`config.mk`:
```
export PLATFORM = sky130hd
export DESIGN_NAME = warp_alu
export DESIGN_NICKNAME = d
export VERILOG_FILES = /design/src/rtl/warp_pkg.sv /design/src/rtl/alu_smul32.sv /design/src/rtl/warp_alu.sv
export SDC_FILE = /design/constraint.sdc
export NUM_CORES = 2
export LEC_CHECK = 0
export BUFFER_PORTS_ARGS = -buffer_cell sky130_fd_sc_hd__buf_2
export CAP_MARGIN = 20
export CORE_MARGIN = 10
export CORE_UTILIZATION = 60
export CTS_CLUSTER_SIZE = 28
export DETAILED_ROUTE_END_ITERATION = 10
export PLACE_DENSITY_LB_ADDON = 0.15
export SETUP_SLACK_MARGIN = 0.1
export SLEW_MARGIN = 10
export SYNTH_ARGS = -nofsm -noshare
export SYNTH_HDL_FRONTEND = slang
export SYNTH_SLANG_ARGS = --single-unit
```
`constraint.sdc`:
```
create_clock -name clk -period 9.99 [get_ports clk]
set_clock_uncertainty 0.15 [all_clocks]
set_input_delay 0.999 -clock clk [delete_from_list [all_inputs] [get_ports clk]]
set_output_delay 0.999 -clock clk [all_outputs]
set_load 0.005 [all_outputs]
```
`src/rtl/warp_pkg.sv`:
```
// Shared Warp datapath types: ALU opcode encoding, word width and the
// overflow-detecting adder used by both ADD and FMA.
package warp_pkg;

    localparam int WORD_W = 32;

    typedef enum logic [2:0] {
        OP_ADD  = 3'd0,
        OP_MUL  = 3'd1,
        OP_FMA  = 3'd2,
        OP_MAX  = 3'd3,
        OP_RELU = 3'd4
    } alu_opcode_e;

    // Returns {overflow, sum}: overflow when both addends share a sign the sum lacks.
    function automatic logic [WORD_W:0] add_ovf(input logic [WORD_W-1:0] a,
                                                input logic [WORD_W-1:0] b);
        logic [WORD_W-1:0] s;
        s = a + b;
        return {(a[WORD_W-1] == b[WORD_W-1]) && (s[WORD_W-1] != a[WORD_W-1]), s};
    endfunction

endpackage

```
`src/rtl/alu_smul32.sv`:
```
// Combinational signed 32x32 multiplier; reports whether the 64-bit product
// fits in a signed 32-bit word and returns its low word.
module alu_smul32
    import warp_pkg::*;
(
    input  logic [WORD_W-1:0] a,
    input  logic [WORD_W-1:0] b,
    output logic [WORD_W-1:0] product_lo,
    output logic              overflow
);

    logic signed [2*WORD_W-1:0] product;

    assign product    = $signed(a) * $signed(b);
    assign product_lo = product[WORD_W-1:0];
    // Fits in 32 signed bits only if the upper 33 bits are a pure sign extension.
    assign overflow   = !((&product[2*WORD_W-1:WORD_W-1]) || ~(|product[2*WORD_W-1:WORD_W-1]));

endmodule

```
`src/rtl/warp_alu.sv`:
```
// Single-lane 32-bit signed ALU: combinational ADD/MUL/FMA/MAX/RELU with
// per-operation overflow, plus a registered out-of-reset ready flag.
module warp_alu
    import warp_pkg::*;
(
    input  logic              clk,
    input  logic              rst,
    input  alu_opcode_e       opcode,
    input  logic [WORD_W-1:0] operand1,
    input  logic [WORD_W-1:0] operand2,
    input  logic [WORD_W-1:0] operand3,
    output logic [WORD_W-1:0] result,
    output logic              overflow,
    output logic              ready
);

    logic [WORD_W-1:0] mul_lo;
    logic              mul_ovf;
    logic [WORD_W:0]   add_ab;
    logic [WORD_W:0]   add_pc;

    alu_smul32 u_mul (
        .a          (operand1),
        .b          (operand2),
        .product_lo (mul_lo),
        .overflow   (mul_ovf)
    );

    assign add_ab = add_ovf(operand1, operand2);
    assign add_pc = add_ovf(mul_lo, operand3);

    always_comb begin
        result   = '0;
        overflow = 1'b0;
        case (opcode)
            OP_ADD: begin
                result   = add_ab[WORD_W-1:0];
                overflow = add_ab[WORD_W];
            end
            OP_MUL: begin
                result   = mul_lo;
                overflow = mul_ovf;
            end
            OP_FMA: begin
                result   = add_pc[WORD_W-1:0];
                overflow = mul_ovf | add_pc[WORD_W];
            end
            OP_MAX: begin
                // Ties return operand1.
                result = ($signed(operand2) > $signed(operand1)) ? operand2 : operand1;
            end
            OP_RELU: begin
                result = operand1[WORD_W-1] ? '0 : operand1;
            end
            default: begin
                result   = '0;
                overflow = 1'b0;
            end
        endcase
    end

    // Level flag, not a handshake: low while rst is sampled high, high ever after.
    always_ff @(posedge clk) begin
        if (rst) ready <= 1'b0;
        else     ready <= 1'b1;
    end

endmodule

```
* Word level (Yosys, flattened, before mapping)
Index checks and enable logic that the tools add are counted.
** Cells by class
- Add/sub/neg operators :: 2
- Multiply operators :: 1
- Order comparisons :: 1
- Equality and inequality tests :: 8
- Muxes and demuxes :: 5
- Bitwise operators :: 2
- Reduce and logical (&&, ||, !) cells :: 7
** Operators by type and width (number)
- one-hot mux 32 bit (5 select lines) :: 1
- adder 32 bit :: 2
- multiplier 32 x 32 -> 64 bit :: 1
- AND reduction 33 bit :: 1
- OR reduction 33 bit :: 1
- > comparator 32 bit :: 1
- two-way mux 32 bit :: 1
- two-way mux 31 bit :: 1
- equality test 3 x 2 -> 1 bit (second input constant) :: 2
- equality test 3 x 1 -> 1 bit (second input constant) :: 1
- equality test 3 bit (second input constant) :: 1
- logical NOT 3 bit :: 1
- one-hot mux 1 bit (3 select lines) :: 1
- equality test 1 bit :: 2
- logical AND 1 bit :: 2
- inequality test 1 bit :: 2
- logical NOT 1 bit :: 1
- logical OR 1 bit :: 1
- two-way mux 1 bit :: 1
- NOT 1 bit :: 1
- OR 1 bit :: 1
** Word-level totals
- Register bits :: 1
- Input port bits :: 101
- Logic and storage cells :: 27

* Longest topological paths before layout
- Word-level depth :: 7
- Mapped depth :: 38
- Gate-level depth less buffers :: 37

* Cells and area by module
A second synthesis with hierarchy kept.
** Second synthesis, totals
- Cell total of the unflattened synthesis :: 4534
- Area total of the unflattened synthesis :: 41220.8 µm²
** By module, submodules not included
- alu_smul32 :: times used 1, cells an instance 3802, area each 35975.8 µm², seq. area each 0.0 µm²
- warp_alu :: times used 1, cells an instance 732, area each 5245.0 µm², seq. area each 20.0 µm²

* Least setup slack after synthesis
Ideal clock, no wire load.
- Kind :: input-to-output
- Start point :: in operand1[31]
- End point :: out overflow
- Arrival time :: 9201 ps
- Required time :: 8841 ps
- Slack :: -360 ps
- Stages :: 29
- Path buffers :: 2
- Cell sequence :: clkbuf_1 > clkbuf_1 > nand2_1 > inv_1 > fa_1 > fa_1 > inv_1 > fa_1 > inv_1 > fa_1 > inv_1 > fa_1 > fa_1 > fa_1 > fa_1 > inv_1 > ha_1 > a21o_1 > a21oi_1 > o22ai_1 > a211o_1 > or3b_2 > nand3_1 > o21ai_0 > or3_1 > nor4b_1 > nand4_1 > and4bb_1 > o21ai_1
** On the way
- Cells in the longest elaborated chain, start to end :: 7
- Elaborated cells between the ends (all ways) :: 16
** Ends and longest elaborated chain
- from (decl) :: RTL line warp_alu.sv:9 : input logic [WORD_W-1:0] operand1,
- branches (longest 6 deep; another with multiplier 32 x 32 -> 64 bit)
- one-hot mux 1 bit (3 select lines) (*) :: RTL line warp_alu.sv:35 : case (opcode)
- to (decl) :: RTL line warp_alu.sv:13 : output logic overflow,
Mark *: on every way between the ends.

* Final worst setup path
- Start point :: in operand2[16]
- End point :: out overflow
** On the way
- Cells in the longest elaborated chain, start to end :: 7
- Elaborated cells between the ends (all ways) :: 15
** Ends and longest elaborated chain
- from (decl) :: RTL line warp_alu.sv:10 : input logic [WORD_W-1:0] operand2,
- branches (longest 6 deep; another with multiplier 32 x 32 -> 64 bit)
- one-hot mux 1 bit (3 select lines) (*) :: RTL line warp_alu.sv:35
Marks and branches as above.

==> impl_results.md <==
- Largest reg by FF count: ready
- Slew @ Worst Pin: 1.06 ns
- Initial antenna violation count: 6
- Final period utilization: 104%
- Cell mode on critical path: fa_1
- CP Max Fanout: 13
- DP HPWL: 120000 um
- WP data required: 8.84 ns
- Initial core utilization: 60.5%
- Post-Syn Area: 0.0406 sq mm
- GRT Total Usage: 35.6%
- # rows: 95
- DR vias/cell: 5.78
- Mean Syn Cell Area: 9.20 sq um
- Layout cell share with drive strength beyond 1: 22.3%
- Compound-Gate Fraction of Synth Area: 7.99%
- Post-synth ARST share: 0%
- DRT iter0 DRCs: 2879
- Die ar.: 0.0784 sq mm
- Setup-failing EPs final: 4
- Vias in the first global route: 37161
- Placed cell count: 5850
- Total Wirelength: 137000 um
- Final hold vios: 0
- Cells after Synth: 4410
- # port buffers: 134
- Number of max-cap violations: 0
- Top routing layer used: met5
- M1 WL: 52200 um
- Grt ovf: 0
- Overall die height: 280 um
- Fill cells: 5074
- Setup crit end kind: output port
- Drt pass-1 iters: 8
- Simple-gate share of the synthesized area: 16.8%
- Commonest non-fill, non-tap cells in the layout: fa_1 (1065), inv_1 (770), buf_4 (645)
- Fin cells: 5901
- Top flop regs: ready: 1 flops
- Routed met3 length: 11400 um
- Commonest non-fill, non-tap cell in the layout: fa_1
- Clock-pin slew on the worst setup and hold paths: 0 ns
- Combinational family with the most area after synthesis: adder cells
- Post-synthesis mux area share: 0.691%
- Core Area: 0.0670 sq mm
- Unique cell type count in the Yosys netlist: 85
- DRT antenna net count: 0
- Number of hold buffers added after cts: 0
- Drt wl/cell: 23.2 um
- Sequential element share of the synthesized area: 0.0494%
- Post-route setup slack: -0.412 ns
- Yosys warns: 0
- Syn_nets: 5873
- Max Slew Vio Count: 0
- Synth Area in XOR/XNOR: 2.66%
- Arr. time, crit path: 9.25 ns
- RSZ-0062 raised after global routing: true
- Final Critical Period: 10.40 ns
- Slew headroom: 28.9%
- Flip-flop count of the largest register after layout: 1
- Failing checks: negative setup slack
- Ports: 135
- Routed wl met2: 65100 um
- Adder-Cell Fraction of Synth Area: 62.1%
- Largest net degree at the start of global routing: 34
- Gpl congestion: 1.04
- Post-route DRC: 0
- EDFF count, synth: 0
- Nets: 6490
- Via count: 34089
- CP Launch Type: input port
- Status: complete, but fails checks
- Ys flop type: dfxtp_1
- First-pass GRT wire length: 214000 um
- CP max-delay cell: fa_1
- Hold Path Class: input port to flop
- CP max stage delay: 0.57 ns
- Die Wd: 280 um
- Fmax: 96.1 MHz
- Syn-to-layout area delta: 21.5%
- #FFs+latches synth: 1
- WS Path Type: input port to output port
cell type report:
cell class	count	area, sq um	area share [%]
multi-input combinational	3365	37900	76.9
timing repair buffer	864	7250	14.7
inverter	795	2990	6.08
tap	873	1090	2.22
sequential	1	20.0	0.0406
antenna	3	7.51	0.0152
routing by layer:
metal / up-vias / global-route usage (%)
met1: 17420 / 46.4
met2: 1605 / 58.7
li1: 14703 / -
met5: - / 0
met3: 357 / 4.84
met4: 4 / 16.1
path summary, 6_finish.rpt:
check / depth (start not counted) / from / slack (ns) / to
max: 28 / operand2[16] / -0.41 / overflow
min: 2 / rst / 1.0 / ready$_DFF_P_
cell usage after synthesis, drive strengths merged, types with 7 or more instances:
library cell | instances | share of area [%]
o22ai | 7 | 0.11
nor2b | 17 | 0.27
o211ai | 27 | 0.50
a31oi | 18 | 0.31
clkbuf | 236 | 2.2
nand2b | 25 | 0.39
fa | 1084 | 54
nor2 | 140 | 1.3
a21boi | 8 | 0.15
nand3 | 25 | 0.31
nand2 | 597 | 5.5
a222oi | 24 | 0.59
a21o | 51 | 0.94
o21bai | 22 | 0.42
a21oi | 114 | 1.4
xnor2 | 90 | 1.9
o221ai | 14 | 0.30
and3 | 13 | 0.21
and2 | 460 | 7.1
nor3 | 24 | 0.30
buf | 13 | 0.19
inv | 794 | 7.3
nor4 | 7 | 0.11
a211oi | 13 | 0.25
a22oi | 7 | 0.13
or2 | 8 | 0.12
o31ai | 10 | 0.19
ha | 278 | 8.6
mux2i | 28 | 0.69
nand4 | 31 | 0.48
o21a | 20 | 0.37
o21ai | 83 | 1.0
or3 | 14 | 0.22
a221oi | 7 | 0.15
xor2 | 33 | 0.71
critical path, delay by kind of cell:
family / cells / cell delay [ns]
AND/OR/NAND/NOR: 4 / 1.30
XOR/XNOR: 1 / 0.17
adder cells (fa/ha/maj): 10 / 4.47
buffers and inverters: 6 / 1.05
AO/OA/AOI/OAI: 7 / 1.25
cells by family after synthesis:
group,Yosys count
multiplexers,28
XOR/XNOR,123
buffers and inverters,1044
adder cells (fa/ha/maj),1362
flip-flops,1
AND/OR/NAND/NOR,1382
AO/OA/AOI/OAI,470
timing repair:
action                                  in CTS  in global routing
hold endpoints to repair                     0                  0
pin swaps                                  119                113
resized for setup                          184                151
buffers inserted                            31                 15
cloned                                       2                  1
endpoints found under the setup margin      14                 18
stage by stage:
stage	utilization [%]	setup slack [ns]	area (sq um)	hold WS, ns	TNS (ns)
4_1_cts	72.3	-0.349	48400	1.00	-0.437
3_5_place_dp	70.6	-0.726	47300	1.00	-3.16
2_1_floorplan	-	-0.0313	40700	0.906	-0.0313
3_3_place_gp	70.6	-0.679	47300	0.997	-3.31
5_1_grt	73.5	-0.645	49300	1.02	-2.59
6_report	73.5	-0.412	49300	1.00	-0.721
Power is left out: the tool's default activity adds up to more than one toggle a clock period on the data nets, which glitch-free logic cannot reach.
